## src/rtl/spi_flash_responder.sv

```systemverilog
// SPI flash responder (mode 0, single-bit I/O).
// Answers READ (03h), READ STATUS (05h) and JEDEC ID (9Fh) from a flash
// master. Read data comes from an external memory through a req/ack
// prefetch port. All SPI pins are oversampled in the clk domain.
module spi_flash_responder #(
   parameter int unsigned ADDR_W   = 24,
   parameter logic [23:0] JEDEC_ID = 24'hEF4016
) (
   input  logic              clk,
   input  logic              rst_n,
   input  logic              flash_cs,
   input  logic              flash_sclk,
   input  logic              flash_mosi,
   output logic              flash_miso,
   input  logic [7:0]        status_in,
   output logic              mem_req,
   output logic [ADDR_W-1:0] mem_addr,
   input  logic              mem_ack,
   input  logic [7:0]        mem_rdata,
   output logic              busy,
   output logic              underrun
);

   typedef enum logic [2:0] {
      S_IDLE,
      S_CMD,
      S_ADDR,
      S_DATA,
      S_STAT,
      S_ID,
      S_IGNORE
   } state_e;

   // Synchronizer and sclk edge-detect flops
   logic cs_meta_q, cs_sync_q;
   logic sclk_meta_q, sclk_sync_q, sclk_prev_q;
   logic mosi_meta_q, mosi_sync_q;

   // Protocol state
   state_e            state_q, state_d;
   logic [4:0]        bitcnt_q, bitcnt_d;
   logic [22:0]       shift_q, shift_d;
   logic [7:0]        tx_q, tx_d;
   logic [1:0]        idx_q, idx_d;
   logic [ADDR_W-1:0] addr_q, addr_d;
   logic              want_q, want_d;
   logic              req_q, req_d;
   logic [ADDR_W-1:0] req_addr_q, req_addr_d;
   logic [7:0]        buf_q, buf_d;
   logic              buf_vld_q, buf_vld_d;
   logic              discard_q, discard_d;
   logic              underrun_q, underrun_d;
   logic              armed_q, armed_d;
   logic [1:0]        settle_q, settle_d;

   logic        sclk_rise, sclk_fall, boundary, ack_fire;
   logic [23:0] shift_in;

   assign sclk_rise = sclk_sync_q & ~sclk_prev_q;
   assign sclk_fall = ~sclk_sync_q & sclk_prev_q;
   assign boundary  = sclk_fall & (bitcnt_q[2:0] == 3'd0);
   assign ack_fire  = mem_ack & req_q;
   assign shift_in  = {shift_q, mosi_sync_q};

   // Two-flop synchronizers for the SPI pins plus previous sclk for edges
   always_ff @(posedge clk or negedge rst_n) begin
      if (!rst_n) begin
         cs_meta_q   <= 1'b1;
         cs_sync_q   <= 1'b1;
         sclk_meta_q <= 1'b0;
         sclk_sync_q <= 1'b0;
         sclk_prev_q <= 1'b0;
         mosi_meta_q <= 1'b0;
         mosi_sync_q <= 1'b0;
      end else begin
         cs_meta_q   <= flash_cs;
         cs_sync_q   <= cs_meta_q;
         sclk_meta_q <= flash_sclk;
         sclk_sync_q <= sclk_meta_q;
         sclk_prev_q <= sclk_sync_q;
         mosi_meta_q <= flash_mosi;
         mosi_sync_q <= mosi_meta_q;
      end
   end

   // Protocol and fetch-port state registers
   always_ff @(posedge clk or negedge rst_n) begin
      if (!rst_n) begin
         state_q    <= S_IDLE;
         bitcnt_q   <= '0;
         shift_q    <= '0;
         tx_q       <= '0;
         idx_q      <= '0;
         addr_q     <= '0;
         want_q     <= 1'b0;
         req_q      <= 1'b0;
         req_addr_q <= '0;
         buf_q      <= '0;
         buf_vld_q  <= 1'b0;
         discard_q  <= 1'b0;
         underrun_q <= 1'b0;
         armed_q    <= 1'b0;
         settle_q   <= '0;
      end else begin
         state_q    <= state_d;
         bitcnt_q   <= bitcnt_d;
         shift_q    <= shift_d;
         tx_q       <= tx_d;
         idx_q      <= idx_d;
         addr_q     <= addr_d;
         want_q     <= want_d;
         req_q      <= req_d;
         req_addr_q <= req_addr_d;
         buf_q      <= buf_d;
         buf_vld_q  <= buf_vld_d;
         discard_q  <= discard_d;
         underrun_q <= underrun_d;
         armed_q    <= armed_d;
         settle_q   <= settle_d;
      end
   end

   // Next-state: command decode, byte shifting and memory prefetch handshake
   always_comb begin
      state_d    = state_q;
      bitcnt_d   = bitcnt_q;
      shift_d    = shift_q;
      tx_d       = tx_q;
      idx_d      = idx_q;
      addr_d     = addr_q;
      want_d     = want_q;
      req_d      = req_q;
      req_addr_d = req_addr_q;
      buf_d      = buf_q;
      buf_vld_d  = buf_vld_q;
      discard_d  = discard_q;
      underrun_d = 1'b0;
      armed_d    = armed_q;
      settle_d   = {settle_q[0], 1'b1};

      // cs only counts once it has been seen high after the synchronizer
      // has flushed, so a cs held low across reset release is ignored.
      if (settle_q[1] && cs_sync_q) armed_d = 1'b1;

      if (ack_fire) begin
         req_d     = 1'b0;
         discard_d = 1'b0;
         if (!discard_q) begin
            buf_d     = mem_rdata;
            buf_vld_d = 1'b1;
         end
      end
      // A fetch queued behind a still-outstanding request issues once it retires.
      if (want_q && !req_q) begin
         req_d      = 1'b1;
         req_addr_d = addr_q;
         want_d     = 1'b0;
      end

      if (state_q != S_IDLE && cs_sync_q) begin
         state_d    = S_IDLE;
         bitcnt_d   = '0;
         tx_d       = '0;
         idx_d      = '0;
         want_d     = 1'b0;
         buf_vld_d  = 1'b0;
         req_d      = req_q & ~ack_fire;
         req_addr_d = req_addr_q;
         discard_d  = req_q & ~ack_fire;
      end else begin
         case (state_q)
            S_IDLE: begin
               if (armed_q && !cs_sync_q) begin
                  state_d  = S_CMD;
                  bitcnt_d = '0;
                  tx_d     = '0;
               end
            end
            S_CMD: begin
               if (sclk_rise) begin
                  shift_d  = shift_in[22:0];
                  bitcnt_d = bitcnt_q + 5'd1;
                  if (bitcnt_q == 5'd7) begin
                     bitcnt_d = '0;
                     case (shift_in[7:0])
                        8'h03:   state_d = S_ADDR;
                        8'h05:   state_d = S_STAT;
                        8'h9F:   state_d = S_ID;
                        default: state_d = S_IGNORE;
                     endcase
                  end
               end
            end
            S_ADDR: begin
               if (sclk_rise) begin
                  shift_d  = shift_in[22:0];
                  bitcnt_d = bitcnt_q + 5'd1;
                  if (bitcnt_q == 5'd23) begin
                     bitcnt_d = '0;
                     addr_d   = shift_in[ADDR_W-1:0];
                     want_d   = 1'b1;
                     state_d  = S_DATA;
                  end
               end
            end
            S_DATA, S_STAT, S_ID: begin
               if (sclk_rise) bitcnt_d = {2'b00, bitcnt_q[2:0] + 3'd1};
               if (boundary) begin
                  if (state_q == S_STAT) begin
                     tx_d = status_in;
                  end else if (state_q == S_ID) begin
                     case (idx_q)
                        2'd0:    tx_d = JEDEC_ID[23:16];
                        2'd1:    tx_d = JEDEC_ID[15:8];
                        2'd2:    tx_d = JEDEC_ID[7:0];
                        default: tx_d = 8'h00;
                     endcase
                     if (idx_q != 2'd3) idx_d = idx_q + 2'd1;
                  end else begin
                     // An ack landing on the boundary cycle still makes it in time.
                     if (buf_vld_q) begin
                        tx_d = buf_q;
                     end else if (ack_fire && !discard_q) begin
                        tx_d = mem_rdata;
                     end else begin
                        tx_d       = 8'hFF;
                        underrun_d = 1'b1;
                        discard_d  = discard_q | (req_q & ~ack_fire);
                     end
                     buf_vld_d = 1'b0;
                     addr_d    = addr_q + ADDR_W'(1);
                     want_d    = 1'b1;
                  end
               end else if (sclk_fall) begin
                  tx_d = {tx_q[6:0], 1'b0};
               end
            end
            S_IGNORE: ;
            default: state_d = S_IDLE;
         endcase
      end
   end

   assign flash_miso = tx_q[7];
   assign mem_req    = req_q;
   assign mem_addr   = req_addr_q;
   assign busy       = ~cs_sync_q;
   assign underrun   = underrun_q;

endmodule
```

## config.mk

```make
export PLATFORM = sky130hd
export DESIGN_NAME = spi_flash_responder
export DESIGN_NICKNAME = d
export VERILOG_FILES = /design/src/rtl/spi_flash_responder.sv
export SDC_FILE = /design/constraint.sdc
export NUM_CORES = 1
export LEC_CHECK = 0
export CORE_MARGIN = 2
export CORE_UTILIZATION = 52
export DETAILED_ROUTE_END_ITERATION = 7
export PLACE_DENSITY_LB_ADDON = 0.3
export SLEW_MARGIN = 20
export SYNTH_ARGS = -nofsm -noshare
export SYNTH_HDL_FRONTEND = slang
export SYNTH_SLANG_ARGS = --single-unit
```

## constraint.sdc

```tcl
create_clock -name clk -period 1.7 [get_ports clk]
set_input_delay 0.17 -clock clk [delete_from_list [all_inputs] [get_ports clk]]
set_output_delay 0.17 -clock clk [all_outputs]
set_load 0.02 [all_outputs]
```

==> run_results.csv <==
group,metric,value,unit
drt,wl_per_cell,20.0,um
worst_hold_path,min_to,"cs_meta_q",
worst_setup_path,worstReg2RegStart,"addr_q[2]",
power,p_total,9.05,mW
sta,slew_headroom,63.2,%
sta,fin_setup_tns,-9.08,ns
power,leakagePower,3.74,nW
worst_setup_path,rr_worst_depth,6,
final_layout,final_cell_mix,"dfrtp_1, buf_4, nand2_1, clkdlybuf4s50_1, mux2_4",
worst_setup_path,reg2reg_to,"addr_q[23]",
worst_setup_path,worstPathRequired,2.03,ns
drt,num_vias,5185,
cts,clk_pin_slew_worst_paths,0.11,ns
yosys,syn_area_per_cell,10.6,um^2
worst_setup_path,crit_path_max_fanout,9,
floorplanning,dieArea,11900,um^2
grt,track_usage,27.6,%
sta,timing.final.max_slew_violations,0,
drt,drt-total-wl,17.1,mm
final_layout,design_area,8110,um^2
sta,final.min_clock_period,1.95,ns
cts,cts-root-buf,"clkbuf_8",
grt,use_met3,5.26,%
floorplanning,start_util,53.2,%
grt,antenna_found_initial,0,
floorplanning,die_h,109,um
yosys,postSynthCellCount,543,
cts,insertion_delay,0.40,ns
power,vdd_drop_max,0.872,mV
power,power_density,1120,nW/um^2
grt,overflow,0,
worst_hold_path,hold_depth,1,
yosys,synth-seq-cells,112,
sta,tightest_slew,0.547,ns
cts,htree_levels,3,
sta,clock_skew,0.0112,ns
floorplanning,die_w,109,um
yosys,ys_seq_area_share,48.9,%
yosys,ys.warnings.count,0,
worst_hold_path,hp-class,"input port to flop",
yosys,netlist_area,5740,um^2
sta,hold_violations,0,
yosys,synth_fp_nets,573,
worst_setup_path,end_kind,"flop",
worst_setup_path,criticalPathCategory,"flop to flop",
cts,cts.sinks,112,
yosys,synthArstFlopShare,100,%
grt,grt_pass1_vias,5061,
drt,drcViolationCount,0,
run,maxCapViolations,0,
run_status,violations,"setup timing",
grt,grtUsageMet2,47.4,%
worst_setup_path,startpoint,"addr_q[2]",
yosys,synth_enable_flop_cells,0,
drt,viasPerCell,6.08,
cts,cts_buffers,9,
cts,cts_buffer_depth,2,
sta,fmax,514,MHz
place,place_area,6980,um^2
cts,tritoncts,"done",
yosys,synth.distinct_cells,78,
grt,grt_max_degree,39,
place,pre_cts_ws,-0.201,ns
final_layout,drive_gt1_share,37.6,%
sta,rsz0062_at_grt,"true",
worst_setup_path,r2r_slack,-0.25,ns
yosys,ys.flop_type,"dfrtp_1",
final_layout,final_common_cell,"dfrtp_1",
worst_setup_path,cp_data_arrival_time,2.28,ns
drt,drtIter0Drc,394,
final_layout,area_growth,41.3,%
sta,setup_viol,76,
place,port_buffers,49,
floorplanning,io_pins,50,
floorplanning,core_area,10800,um^2
grt,grt_use_met1,32.8,%
drt,drtPass1Iterations,5,
drt,ant_nets,0,
floorplanning,row_count,38,
final_layout,num_antenna_cells,0,
worst_setup_path,cp-start-kind,"flop",
worst_hold_path,min_from,"flash_cs",
run_status,status,"finished with violations",
grt,grt_pass1_wl,25.2,mm
place,place_congestion,0.937,
final_layout,nets,738,
grt,grt.busiest_layer,"met2",
place,dp_hpwl,9.78,mm
sta,finalWorstSetupSlack,-0.246,ns
sta,finalCritPeriodShare,114,%
==> worst max-delay path, stage by stage (launching register included) <==
cell and delay, ns:
dfrtp_1 0.52, nand3_1 0.25, nor4_4 0.31, buf_4 0.23
nand4_1 0.14, o31ai_1 0.28, o2bb2ai_1 0.16
==> worst max-delay path by stage <==
stage | slack (ns) | end | depth (start not counted)
3_3_place_gp | -0.13 | addr_q[16] | 8
4_1_cts | -0.13 | addr_q[16] | 8
3_5_place_dp | -0.20 | addr_q[0] | 8
2_1_floorplan | -0.03 | shift_q[12] | 5
6_report | -0.25 | addr_q[23] | 6
5_1_grt | -0.32 | addr_q[23] | 6
==> power breakdown <==
part           switching [mW]  leakage [nW]  internal [mW]  total, mW
Combinational            2.02          2.15           2.01       4.04
Clock                   0.944        0.0830          0.578       1.52
Sequential              0.409          1.51           3.08       3.49
==> sequential cells by signal (all words and copies together), names as in the netlist, 2 cells and up <==
| register | cells |
|---|---|
| addr_q | 24 |
| bitcnt_q | 5 |
| buf_q | 8 |
| idx_q | 2 |
| mem_addr | 24 |
| settle_q | 2 |
| shift_q | 23 |
| state_q | 3 |
| tx_q | 8 |
==> metal layers <==
metal  up-vias  part of all wire, %
li1       2320                    -
met1      2565                   39
met2       257                   52
met3        43                  6.3
met4         0                  2.5
met5         -                    0
==> timing repair <==
item	CTS	global route
pin swaps	14	23
setup endpoints to repair	83	85
setup buffers	23	16
resized for setup	82	53
hold buffers	1	0
cloned	4	5
endpoints found under the hold margin	28	0
==> cells in the mapped netlist, drive strengths merged (6+ instances only) <==
master	count	share of area, %
nand4	7	0.87
inv	15	0.98
nand2	73	4.8
a21oi	24	2.1
clkbuf	8	0.52
dfrtp	110	48
mux2	42	9.5
a2bb2oi	8	1.3
o22ai	11	1.2
nor2b	7	0.89
o211ai	7	1.2
nor3	11	1.2
nand3	15	1.5
nor2	33	2.2
or3	6	0.65
buf	23	2.5
ha	8	1.7
o21ai	34	3.0
==> per-stage QoR <==
stage	hold slack [ns]	util [%]	std cells
6_report	0.159	75.1	853
5_1_grt	0.138	75.1	853
4_1_cts	0.157	71.7	836
3_5_place_dp	0.132	64.6	792
3_3_place_gp	0.131	64.6	792
2_1_floorplan	-0.126	-	543
==> cells by family (layout without fill, tap and decap cells) <==
logic type | after synthesis | in the layout | synth area share (%)
multiplexers | 47 | 47 | 10.4
AND/OR/NAND/NOR | 185 | 185 | 17.1
adder cells (fa/ha/maj) | 8 | 8 | 1.74
buffers and inverters | 47 | 216 | 4.08
AO/OA/AOI/OAI | 142 | 143 | 17.6
XOR/XNOR | 1 | 1 | 0.153
flip-flops | 112 | 112 | 48.9
other | 1 | 1 | 0.0654
==> area by class of cell <==
| type | count | area, um^2 |
|---|---|---|
| tap | 140 | 175 |
| clock inverter | 4 | 28.8 |
| timing repair buffer | 184 | 1780 |
| clock buffer | 12 | 145 |
| inverter | 16 | 65.1 |
| fill | 703 | 2690 |
| sequential | 112 | 2810 |
| multi-input combinational | 385 | 3110 |
Note: power is estimated with default switching activity, not from simulation.
